--- src/rtl/ram_burst_reader.sv ---
// ram_burst_reader: streams a burst from a synchronous-read RAM over a valid/ready channel.
// Optional RAM_READER_BOUNDS_CHECK_EN rejects bursts that would run past the top address.
module ram_burst_reader #(
    parameter int ADDR_W     = 4,
    parameter int DATA_W     = 8,
    parameter int FIFO_DEPTH = 3
) (
    input  logic              clk,
    input  logic              rst_n,
    input  logic              req_valid,
    output logic              req_ready,
    input  logic [ADDR_W-1:0] req_addr,
    input  logic [ADDR_W-1:0] req_len,
    output logic              mem_rd_en,
    output logic [ADDR_W-1:0] mem_addr,
    input  logic [DATA_W-1:0] mem_rd_data,
    output logic              rsp_valid,
    input  logic              rsp_ready,
    output logic [DATA_W-1:0] rsp_data,
    output logic              rsp_last,
    output logic              busy
`ifdef RAM_READER_BOUNDS_CHECK_EN
    ,
    output logic              req_err
`endif
);
    localparam int PW = FIFO_DEPTH > 1 ? $clog2(FIFO_DEPTH) : 1;
    localparam int CW = $clog2(FIFO_DEPTH + 1);
    typedef enum logic [1:0] {IDLE, ISSUE, DRAIN, ERR} state_t;
    state_t            state;
    logic [ADDR_W-1:0] ptr;
    logic [ADDR_W:0]   remaining;
    logic              cap, cap_last;
    logic [DATA_W-1:0] fifo_data [FIFO_DEPTH];
    logic [FIFO_DEPTH-1:0] fifo_last;
    logic [PW-1:0]     wr_ptr, rd_ptr;
    logic [CW-1:0]     count;
    logic              accept, pop, bound_err;

    function automatic logic [PW-1:0] nxt(input logic [PW-1:0] p);
        return (p == PW'(FIFO_DEPTH - 1)) ? '0 : p + 1'b1;
    endfunction

`ifdef RAM_READER_BOUNDS_CHECK_EN
    logic [ADDR_W:0] span;
    assign span      = {1'b0, req_addr} + {1'b0, req_len};
    assign bound_err = span[ADDR_W];
`else
    assign bound_err = 1'b0;
`endif

    assign req_ready = state == IDLE;
    assign busy      = state != IDLE;
    assign accept    = req_valid && req_ready;
    assign mem_addr  = ptr;
    // Reads in flight plus buffered beats never exceed the buffer, so capture never overflows.
    assign mem_rd_en = state == ISSUE && remaining != '0 && (int'(count) + int'(cap) < FIFO_DEPTH);
    assign rsp_valid = count != '0;
    assign rsp_data  = rsp_valid ? fifo_data[rd_ptr] : '0;
    assign rsp_last  = rsp_valid && fifo_last[rd_ptr];
    assign pop       = rsp_valid && rsp_ready;

    always_ff @(posedge clk) begin
        if (cap) fifo_data[wr_ptr] <= mem_rd_data;
    end

    always_ff @(posedge clk or negedge rst_n) begin
        if (!rst_n) begin
            state     <= IDLE;
            ptr       <= '0;
            remaining <= '0;
            cap       <= 1'b0;
            cap_last  <= 1'b0;
            fifo_last <= '0;
            wr_ptr    <= '0;
            rd_ptr    <= '0;
            count     <= '0;
`ifdef RAM_READER_BOUNDS_CHECK_EN
            req_err   <= 1'b0;
`endif
        end else begin
            cap      <= mem_rd_en;
            cap_last <= mem_rd_en && remaining == (ADDR_W+1)'(1);
            if (mem_rd_en) begin
                ptr       <= ptr + 1'b1;
                remaining <= remaining - 1'b1;
            end
            if (cap) begin
                fifo_last[wr_ptr] <= cap_last;
                wr_ptr            <= nxt(wr_ptr);
            end
            if (pop) rd_ptr <= nxt(rd_ptr);
            count <= count + CW'(cap) - CW'(pop);
`ifdef RAM_READER_BOUNDS_CHECK_EN
            req_err <= accept && bound_err;
`endif
            case (state)
                IDLE: if (accept) begin
                    ptr       <= req_addr;
                    remaining <= {1'b0, req_len} + (ADDR_W+1)'(1);
                    state     <= bound_err ? ERR : ISSUE;
                end
                ISSUE: if (mem_rd_en && remaining == (ADDR_W+1)'(1)) state <= DRAIN;
                DRAIN: if (pop && rsp_last) state <= IDLE;
                default: state <= IDLE;
            endcase
        end
    end
endmodule

--- config.mk ---
export PLATFORM = sky130hd
export DESIGN_NAME = ram_burst_reader
export DESIGN_NICKNAME = d
export VERILOG_FILES = /design/src/rtl/ram_burst_reader.sv
export SDC_FILE = /design/constraint.sdc
export NUM_CORES = 1
export LEC_CHECK = 0
export ABC_AREA = 1
export ABC_CLOCK_PERIOD_IN_PS = 4300
export BUFFER_PORTS_ARGS = -buffer_cell sky130_fd_sc_hd__buf_4
export CAP_MARGIN = 0
export CORE_MARGIN = 10
export CORE_UTILIZATION = 55
export DETAILED_ROUTE_END_ITERATION = 10
export GPL_TIMING_DRIVEN = 0
export MAX_ROUTING_LAYER = met4
export PLACE_DENSITY = 0.79
export SYNTH_ARGS = -nofsm -noshare
export SYNTH_HDL_FRONTEND = slang
export SYNTH_SLANG_ARGS = --single-unit
--- constraint.sdc ---
create_clock -name clk -period 4.3 [get_ports clk]
set_input_delay 0.86 -clock clk [delete_from_list [all_inputs] [get_ports clk]]
set_output_delay 0.86 -clock clk [all_outputs]
set_load 0.05 [all_outputs]
==> summary.txt, run 1 <==
Min path
  – Hold crit path type: primary input to async pin

STA
  – Setup violators final: 0
  – Min Tclk post-route: 2.75 ns
  – Worst rel slew slack: 0.146
  – Final hold vios: 0
  – Worst-margin pin slew: 1.27 ns
  – Setup TNS: 0 ns
  – Fin Hold WS: 0.445 ns
  – Final Skew: 0.00307 ns
  – Fmax: approximately 360 MHz
  – RSZ-0062 raised after global routing: no
  – Final period utilization: 0.640
  – Max-slew violations: 0

Clock tree
  – H-tree levels: 2
  – Setup Fix Bufs, Post-CTS: 0
  – Clock transition at path regs: 0.09 ns
  – Hold Buf Count CTS: 0
  – Clk sinks: 46
  – Root buf cell: clkbuf_8
  – Max clock buf depth: 2
  – CTS tree: built
  – # resized after CTS: 0
  – Clock Latency Late Sink: 0.29 ns
  – Num CTS Buffers: 5

Layout
  – Area grow syn2layout: 20.2%
  – Nets: 329
  – Layout cells sized above 1: 0.199
  – Most common cell after layout, fill and taps aside: nand2_1
  – Diode count: 0
  – Most frequent cells in the layout: 102 x nand2_1, 36 x buf_4, 34 x inv_1
  – Fillers: approximately 330

Setup path
  – Crit-path max FO: 11
  – WP data arrival: roughly 1.9 ns
  – Crit path cell chain: ha_1 > ha_1 > nand2_1 > nand3_1 > nor2_2 > buf_6 > buf_4
  – Endpoint class of the critical path: output port
  – Crit-path max cell delay: between 0.4 and 0.5 ns
  – CP startpoint kind: register
  – Critical Path Most Common Cell: ha_1
  – Worst EP required: between 3 and 4 ns
  – CP max-delay cell: dfrtp_1
  – Kind of critical path: register to output port

Die
  – Die width: 84.0 um
  – Die Y-Extent: 84.0 um
  – FP Rows: 23
  – Num ports: 37
  – Initial Util: 0.566
  – Core area: approximately 0.004 mm^2
  – Die ar.: approximately 0.0070 mm^2

Status
  – Outcome: completed

Synthesis
  – Syn_nets: 285
  – YS warnings: 0
  – Mapped cell area: between 0.002 and 0.0025 mm^2
  – Synth cell types: 22
  – Avg Synthesized Cell Area: 8.79 um^2
  – Sequential area share after synthesis: 0.565
  – Yosys reg bits: 46
  – Cells after synthesis: 256

Placed design
  – PortBufs: 36
  – HPWL after DPL: ~3.2 mm
  – GP Congestion: around 0.83

Routing
  – Wire per inst: around 13 um
  – Antenna-violating nets left: 0
  – Pre-antenna DRT Iters: 5
  – Via count: 1703
  – Drt first-iter violations: around 110
  – Residual DRC count: 0
  – Via density: 4.85
  – Routed WL: around 4.5 mm

Global routing
  – Initial antenna violation count: 0
  – Grt total ovfl: 0
  – Gr usage total: 0.138
  – Vias in the first global route: 1769
  – Global-route wire length before repair: 7.80 mm
  – Largest net degree at the start of global routing: 23

Run
  – Max-Cap Viols: 0
[flip-flops by register name, summed over array words and instances, names as in the netlist, 2 cells and up]
signal	cells
rd_ptr	2
mem_addr	4
fifo_last	3
remaining	5
count	2
fifo_data	24
wr_ptr	2
state	2
[metal layers]
metal | vias up | GRT usage | share of wire
met1 | 764 | 0.158 | 0.44
met4 | 0 | 0.0487 | 0.0043
met5 | - | - | 0
li1 | 886 | - | -
met3 | 4 | 0.0391 | 0.042
met2 | 49 | 0.224 | 0.51
[kinds of logic (layout without fill, tap and decap cells)]
family                   count (synthesis)  after routing  share of synthesized area
buffers and inverters                   42             87                     0.0745
AO/OA/AOI/OAI                           12             12                     0.0267
adder cells (fa/ha/maj)                  9              9                     0.0501
flip-flops                              46             46                      0.565
AND/OR/NAND/NOR                        142            142                      0.264
XOR/XNOR                                 5              5                     0.0195
[layout make-up]
| type | instances | area [um^2] | area share |
|---|---|---|---|
| Clock inverter | 3 | 43.8 | 0.0162 |
| Clock buffer | 5 | 68.8 | 0.0254 |
| Multi-Input combinational cell | 168 | 816 | 0.302 |
| Buffer | 3 | 21.3 | 0.00786 |
| Sequential cell | 46 | 1270 | 0.470 |
| Inverter | 39 | 146 | 0.0541 |
| Timing Repair Buffer | 37 | 275 | 0.102 |
| Tap cell | 50 | 62.6 | 0.0231 |
[critical path, delay by kind of cell (launching register included)]
family / cells / cell delay (ns)
fa+ha+maj: 2 / 0.51
buf+inv: 2 / 0.37
flops: 1 / 0.44
simple gates: 3 / 0.28
[stage by stage]
| step | setup slack (ns) | cell area (um^2) | utilization | std cells |
|---|---|---|---|---|
| after floorplan | 1.89 | 2250 | - | 256 |
| after global placement | 1.87 | 2580 | 0.650 | 342 |
| after detailed placement | 1.86 | 2580 | 0.650 | 342 |
| after CTS | 1.53 | 2700 | 0.679 | 350 |
| after global routing | 1.38 | 2710 | 0.681 | 351 |
| final | 1.55 | 2710 | 0.681 | 351 |
[cells in the mapped netlist]
master	number	area share
or2_2	1	0.0028
nand3_1	16	0.036
clkinv_1	2	0.0033
dfrtp_1	22	0.24
nor2_4	1	0.0050
nand2_2	2	0.0056
inv_1	34	0.057
xor2_1	3	0.012
o21ai_0	9	0.020
ha_1	9	0.050
inv_2	3	0.0050
nand3_2	2	0.0089
nor2_2	2	0.0056
buf_2	2	0.0044
nand4_1	2	0.0056
xnor2_1	2	0.0078
a21oi_1	3	0.0067
edfxtp_1	24	0.32
nand2_1	102	0.17
buf_6	1	0.0050
nor3_1	3	0.0067
nor2_1	11	0.018
[worst paths after layout]
kind / startpoint / endpoint / slack, ns / depth (start not counted)
worst min-delay path: rst_n / rd_ptr[1]$_DFFE_PN0P_ / 0.44 / 1
worst max register to register: cap$_DFF_PN0_ / fifo_last[1]$_DFFE_PN0P_ / 2.32 / 5
worst max-delay path: cap$_DFF_PN0_ / mem_rd_en / 1.55 / 7
max in group asynchronous: rst_n / remaining[1]$_DFF_PN0_ / 3.63 / 1
worst min register to register: cap_last$_DFF_PN0_ / fifo_last[2]$_DFFE_PN0P_ / 0.50 / 2
min in group clk: cap_last$_DFF_PN0_ / fifo_last[2]$_DFFE_PN0P_ / 0.50 / 2
Power of run 1 is left out: the tool's default activity adds up to more than one toggle a clock period on the data nets, which glitch-free logic cannot reach.
==> inputs of run 2 (changes only) <==
==> config.mk (replaced) <==
export PLATFORM = sky130hd
export DESIGN_NAME = ram_burst_reader
export DESIGN_NICKNAME = d
export VERILOG_FILES = /design/src/rtl/ram_burst_reader.sv
export SDC_FILE = /design/constraint.sdc
export NUM_CORES = 1
export LEC_CHECK = 0
export ABC_AREA = 0
export ABC_CLOCK_PERIOD_IN_PS = 2500
export BUFFER_PORTS_ARGS = -buffer_cell sky130_fd_sc_hd__buf_4
export CAP_MARGIN = 0
export CORE_MARGIN = 10
export CORE_UTILIZATION = 50
export DETAILED_ROUTE_END_ITERATION = 10
export GPL_TIMING_DRIVEN = 0
export MAX_ROUTING_LAYER = met4
export PLACE_DENSITY = 0.76
export SYNTH_ARGS = -nofsm -noshare
export SYNTH_HDL_FRONTEND = slang
export SYNTH_SLANG_ARGS = --single-unit
==> constraint.sdc (replaced) <==
create_clock -name clk -period 2.5 [get_ports clk]
set_input_delay 0.5 -clock clk [delete_from_list [all_inputs] [get_ports clk]]
set_output_delay 0.5 -clock clk [all_outputs]
set_load 0.05 [all_outputs]
==> summary.txt, run 2 <==
Layout
  – Max reg flops: 24 (unchanged)
  – Nets: 246 (-25%)
  – Most frequent cells in the layout: 35 x buf_4, 28 x nor2_1, 24 x edfxtp_1
  – Area grow syn2layout: 20.3% (about the same)
  – Most common cell after layout, fill and taps aside: buf_4
  – Fillers: 341 (+3.6%)
  – Layout cells sized above 1: 0.257 (+0.0575)
  – Multi-input gate area: 807 um^2 (-1.1%)
  – Biggest register: fifo_data
  – Fin area: 0.00255 mm^2 (-5.6%)
  – Diode count: 0 (unchanged)
  – Sequential cell area: 0.00127 mm^2 (unchanged)

Routing
  – Antenna-violating nets left: 0 (unchanged)
  – Pre-antenna DRT Iters: 4 (-1)
  – Via count: 1410 (-17%)
  – Residual DRC count: 0 (unchanged)
  – Routed WL: 4.07 mm (-8.6%)
  – Drt first-iter violations: 81 (-25%)
  – Wire per inst: 15.2 um (+20%)
  – Via density: 5.26 (+8.4%)

Synthesis
  – Cells after synthesis: 174 (-32%)
  – Top cell type's share of synthesized area: 0.339 (+0.0191)
  – Mapped cell area: 0.00212 mm^2 (-5.6%)
  – Adder-Cell Fraction of Synth Area: 0.0530 (+0.00298)
  – Yosys reg bits: 46 (unchanged)
  – Largest family of logic cells by synthesized area: simple AND/OR/NAND/NOR gates
  – Synth area leaders: edfxtp_1 34%, dfrtp_1 26%, mux2i_1 6.1%, ha_1 5.3%, nor2_1 4.9%
  – Complex-gate fraction of the synthesized area: 0.0684 (+0.0417)
  – Synth cell types: 34 (+55%)
  – Syn_nets: 203 (-29%)
  – Post-synth top area cell: edfxtp_1
  – Fraction of registers with async set/reset: 0.478 (unchanged)
  – Synth Area in XOR/XNOR: 0.0289 (+0.00941)
  – Most common library cells after synthesis: 28 x nor2_1, 24 x edfxtp_1, 22 x dfrtp_1, 13 x mux2i_1, 12 x a21oi_1
  – EDFF count, synth: 24 (unchanged)
  – Ys flop type: edfxtp_1
  – Post-synthesis simple-gate area fraction: 0.138 (-0.126)
  – YS warnings: 0 (unchanged)
  – Mux cell area share after synthesis: 0.0896 (+0.0896)
  – Sequential area share after synthesis: 0.599 (+0.0336)
  – Avg Synthesized Cell Area: 12.2 um^2 (+39%)
  – Most frequent cell after synthesis: nor2_1

Placed design
  – DP Area: 0.00247 mm^2 (-4.5%)
  – HPWL after DPL: 3.14 mm (-3.0%)
  – GP Congestion: 0.799 (-3.7%)
  – PortBufs: 36 (unchanged)

STA
  – Worst rel slew slack: 0.394 (+0.248)
  – Final Skew: 0.00256 ns (-0.000513 ns)
  – Setup TNS: 0 ns (unchanged)
  – Final hold vios: 0 (unchanged)
  – RSZ-0062 raised after global routing: no
  – Final period utilization: 0.958
  – Min Tclk post-route: 2.40 ns
  – Fmax: 417 MHz
  – Max-slew violations: 0 (unchanged)
  – Setup violators final: 0 (unchanged)
  – Worst-margin pin slew: 0.903 ns (-0.369 ns)

Clock tree
  – Clock transition at path regs: 0.08 ns (about the same)
  – H-tree levels: 2 (unchanged)
  – CTS tree: built
  – Clk sinks: 46 (unchanged)
  – Num CTS Buffers: 5 (unchanged)
  – Clock Latency Late Sink: 0.29 ns (about the same)
  – Max clock buf depth: 2 (unchanged)
  – Root buf cell: clkbuf_8
  – Hold Buf Count CTS: 0 (unchanged)

Global routing
  – Vias in the first global route: 1542 (-13%)
  – Global-route wire length before repair: 7.16 mm (-8.1%)
  – Initial antenna violation count: 0 (unchanged)
  – Largest net degree at the start of global routing: 23 (unchanged)
  – Grt total ovfl: 0 (unchanged)
  – Gr usage total: 0.123 (-0.0142)

Status
  – Outcome: completed

Setup path
  – CP startpoint kind: register
  – Worst EP required: 2.00 ns (-1.44 ns)
  – Crit-path max FO: 7 (-4)
  – Endpoint class of the critical path: output port
  – Crit path cell chain: inv_1 > ha_1 > or4b_4 > nand3_4 > inv_2 > buf_6
  – Top delay family on crit path: simple AND/OR/NAND/NOR gates
  – CP max-delay cell: or4b_4
  – WP data arrival: 1.90 ns (about the same)
  – Kind of critical path: register to output port
  – WP buf/inv: 3 (+1)
  – Crit-path max cell delay: 0.50 ns (+0.06 ns)

Die
  – FP Rows: 23 (unchanged)
  – Die width: 85.2 um (+1.4%)
  – Core area: 0.00406 mm^2 (+2.2%)
  – Die ar.: 0.00725 mm^2 (+2.9%)
  – Num ports: 37 (unchanged)
  – Die Y-Extent: 85.2 um (+1.4%)
  – Initial Util: 0.523 (-0.0432)

Min path
  – Hold crit path type: primary input to async pin

Run
  – Max-Cap Viols: 0 (unchanged)
-- run 2: cell types whose count changed in the layout (fill, tap and decap cells not counted), sizes merged, moves of 3 or more --
cell	before	now
o21ai	9	5
mux2i	0	13
nor2	14	28
nand3	18	4
inv	38	9
a21oi	3	12
mux2	0	5
nand2	104	8
nor3b	0	3
-- run 2: worst paths after layout --
check / startpoint / to / depth (start not counted) / slack, ns
worst min register to register: fifo_last[2]$_DFFE_PN0P_ / fifo_last[2]$_DFFE_PN0P_ / 1 / 0.51
max in group asynchronous: rst_n / wr_ptr[1]$_DFFE_PN0P_ / 1 / 2.20
worst max-delay path: remaining[0]$_DFF_PN0_ / mem_rd_en / 6 / 0.10
worst min-delay path: rst_n / mem_addr[0]$_DFF_PN0_ / 1 / 0.08
worst max register to register: cap$_DFF_PN0_ / mem_addr[3]$_DFF_PN0_ / 6 / 0.55
min in group clk: req_len[0] / remaining[0]$_DFF_PN0_ / 2 / 0.40
-- run 2: per-stage QoR --
step | std cells | hold WS (ns) | setup WS, ns | utilization
detailed placement | 261 | 0.407 | 0.305 | 0.608
global route | 268 | 0.0895 | 0.00630 | 0.629
floorplan | 174 | 0.204 | 0.352 | -
finish | 268 | 0.0795 | 0.104 | 0.629
global placement | 260 | 0.404 | 0.306 | 0.605
CTS | 269 | 0.0843 | 0.00975 | 0.629
-- run 2: layout make-up --
type / instances / share of cell area
Buffer: 3 / 0.00539
Clock buffer: 6 / 0.0284
Clock inverter: 2 / 0.00539
Inverter: 9 / 0.0132
Multi-Input combinational cell: 115 / 0.316
Sequential cell: 46 / 0.498
Tap cell: 50 / 0.0245
Timing Repair Buffer: 37 / 0.109
-- run 2: what timing repair did --
action | in CTS | in global routing
resized for setup | 1 | 2
buffers inserted | 0 | 0
pin swaps | 0 | 2
setup endpoints to repair | 1 | 2
cloned | 0 | 0
-- run 2: metal layers --
| metal | wire (um) | global-route usage |
|---|---|---|
| met1 | 1800 | 0.134 |
| met2 | 2010 | 0.211 |
| met3 | 223 | 0.0421 |
| met4 | 45 | 0.0314 |
| met5 | 0 | - |
-- run 2: cells by family after synthesis --
group	count (synthesis)
muxes	18
xor gates and xnor gates	7
AOI/OAI and AO/OA	25
adders and majority gates	9
buffers and inverters	13
and+or+nand+nor	56
DFF	46
Power of run 2 is left out for the same reason.
==> inputs of run 3 (changes only) <==
--- a/config.mk
+++ b/config.mk
@@ -9,8 +9,10 @@
 export ABC_CLOCK_PERIOD_IN_PS = 2500
 export BUFFER_PORTS_ARGS = -buffer_cell sky130_fd_sc_hd__buf_4
 export CAP_MARGIN = 0
+export CELL_PAD_IN_SITES_DETAIL_PLACEMENT = 2
+export CELL_PAD_IN_SITES_GLOBAL_PLACEMENT = 2
 export CORE_MARGIN = 10
-export CORE_UTILIZATION = 50
+export CORE_UTILIZATION = 33
 export DETAILED_ROUTE_END_ITERATION = 10
 export GPL_TIMING_DRIVEN = 0
 export MAX_ROUTING_LAYER = met4
==> summary.txt, run 3 (synthesized netlist as in run 2, its figures left out) <==
Status
  – Outcome: completed

Setup path
  – Endpoint class of the critical path: output port
  – R2R depth: 7 (+1)
  – CP startpoint kind: register
  – Kind of critical path: register to output port
  – R2r endpoint: mem_addr[3]$_DFF_PN0_
  – Worst EP required: 2.00 ns (about the same)
  – RR Startpoint: cap$_DFF_PN0_
  – Crit-path max FO: 4 (-3)
  – Reg-to-reg slack, setup: 0.52 ns (-0.03 ns)
  – WP data arrival: 1.87 ns (-0.03 ns)
  – CP startpoint: remaining[1]$_DFF_PN0_

Routing
  – Pre-antenna DRT Iters: 4 (unchanged)
  – Wire per inst: 17.0 um (+12%)
  – Routed WL: 5.05 mm (+24%)
  – Residual DRC count: 0 (unchanged)
  – Via count: 1507 (+6.9%)
  – Antenna-violating nets left: 0 (unchanged)
  – Via density: 5.09 (-3.2%)
  – Drt first-iter violations: 30 (-63%)

Global routing
  – Largest net degree at the start of global routing: 23 (unchanged)
  – Global-route wire length before repair: 8.60 mm (+20%)
  – Vias in the first global route: 1772 (+15%)
  – Grt total ovfl: 0 (unchanged)
  – Gr usage total: 0.111 (-0.0129)
  – Initial antenna violation count: 0 (unchanged)

Run
  – Max-Cap Viols: 0 (unchanged)

STA
  – Fmax: 421 MHz (+0.99%)
  – Final period utilization: 0.949 (-0.00938)
  – RSZ-0062 raised after global routing: no
  – Fin Hold WS: 0.0763 ns (-0.00320 ns)
  – Final hold vios: 0 (unchanged)
  – Worst-margin pin slew: 0.996 ns (+0.0937 ns)
  – Worst rel slew slack: 0.333 (-0.0603)
  – Setup TNS: 0 ns (unchanged)
  – Min Tclk post-route: 2.37 ns (-0.0235 ns)
  – Max-slew violations: 0 (unchanged)
  – Setup violators final: 0 (unchanged)
  – Final Skew: 0.00445 ns (+0.00189 ns)

Clock tree
  – Hold Buf Count CTS: 0 (unchanged)
  – Max clock buf depth: 2 (unchanged)
  – CTS tree: built
  – Root buf cell: clkbuf_8
  – Clock Latency Late Sink: 0.30 ns (about the same)
  – Clk sinks: 46 (unchanged)
  – Num CTS Buffers: 5 (unchanged)
  – H-tree levels: 2 (unchanged)
  – Clock transition at path regs: 0.09 ns (about the same)

Placed design
  – DP Area: 0.00250 mm^2 (+1.4%)
  – GP Congestion: 0.678 (-15%)
  – HPWL after DPL: 3.78 mm (+20%)
  – PortBufs: 36 (unchanged)

Die
  – Die Y-Extent: 100 um (+18%)
  – Initial Util: 0.336 (-0.187)
  – Core area: 0.00631 mm^2 (+56%)
  – Num ports: 37 (unchanged)
  – Die ar.: 0.0100 mm^2 (+38%)
  – FP Rows: 29 (+26%)
  – Die width: 100 um (+18%)

Layout
  – Nets: 247 (+0.41%)
  – Fin area: 0.00260 mm^2 (+1.8%)
  – Area grow syn2layout: 22.5%
  – Post-layout util: 0.412 (-0.218)
  – Biggest register: fifo_data
  – Most common cell after layout, fill and taps aside: buf_4
  – Max reg flops: 24 (unchanged)
  – Most frequent cells in the layout: 38 x buf_4, 28 x nor2_1, 24 x edfxtp_1
  – Layout cells sized above 1: 0.269 (+0.0125)
  – Diode count: 0 (unchanged)

Min path
  – Hold crit path type: primary input to async pin
[run 3: cell type report]
type                            instances  area [um^2]
Buffer                                  3         13.8
Clock buffer                            5         68.8
Clock inverter                          3         16.3
Fill cell                             674         3710
Inverter                                9         33.8
Multi-Input combinational cell        115          815
Sequential cell                        46         1270
Tap cell                               77         96.3
Timing Repair Buffer                   38          285
[run 3: how the worst max path moves through the flow]
stage,endpoint,slack (ns),cells past startpoint
after global placement,rsp_data[6],0.26,6
after floorplan,rsp_data[6],0.35,4
after detailed placement,rsp_data[6],0.21,6
after global routing,mem_rd_en,0.001,6
after CTS,rsp_data[6],0.04,6
final,mem_rd_en,0.13,6
[run 3: worst max-delay path: stages, from the launching register on]
cell and delay, ns:
dfrtp_1 0.38, inv_1 0.12, ha_2 0.23, or4b_4 0.49
nand3_4 0.10, inv_1 0.06, buf_4 0.19
[run 3: stage by stage]
| step | setup WS [ns] | instances |
|---|---|---|
| after floorplan | 0.352 | 174 |
| after global placement | 0.256 | 287 |
| after detailed placement | 0.208 | 287 |
| after CTS | 0.0376 | 297 |
| after global routing | 0.00146 | 296 |
| final | 0.127 | 296 |
[run 3: layer usage]
layer  vias up  share of wire  wire length, um  track usage
li1        705              -                -            -
met1       760           0.43             2160        0.121
met3         7          0.042              213       0.0302
met5         -              0                0            -
met4         0          0.018               93       0.0435
met2        35           0.51             2570        0.186
[run 3: repair_timing]
item | in CTS | in global routing
setup endpoints to repair | 9 | 9
setup buffers | 2 | 0
gates resized for setup | 2 | 1
pin swaps | 1 | 0
Power of run 3 is left out for the same reason.
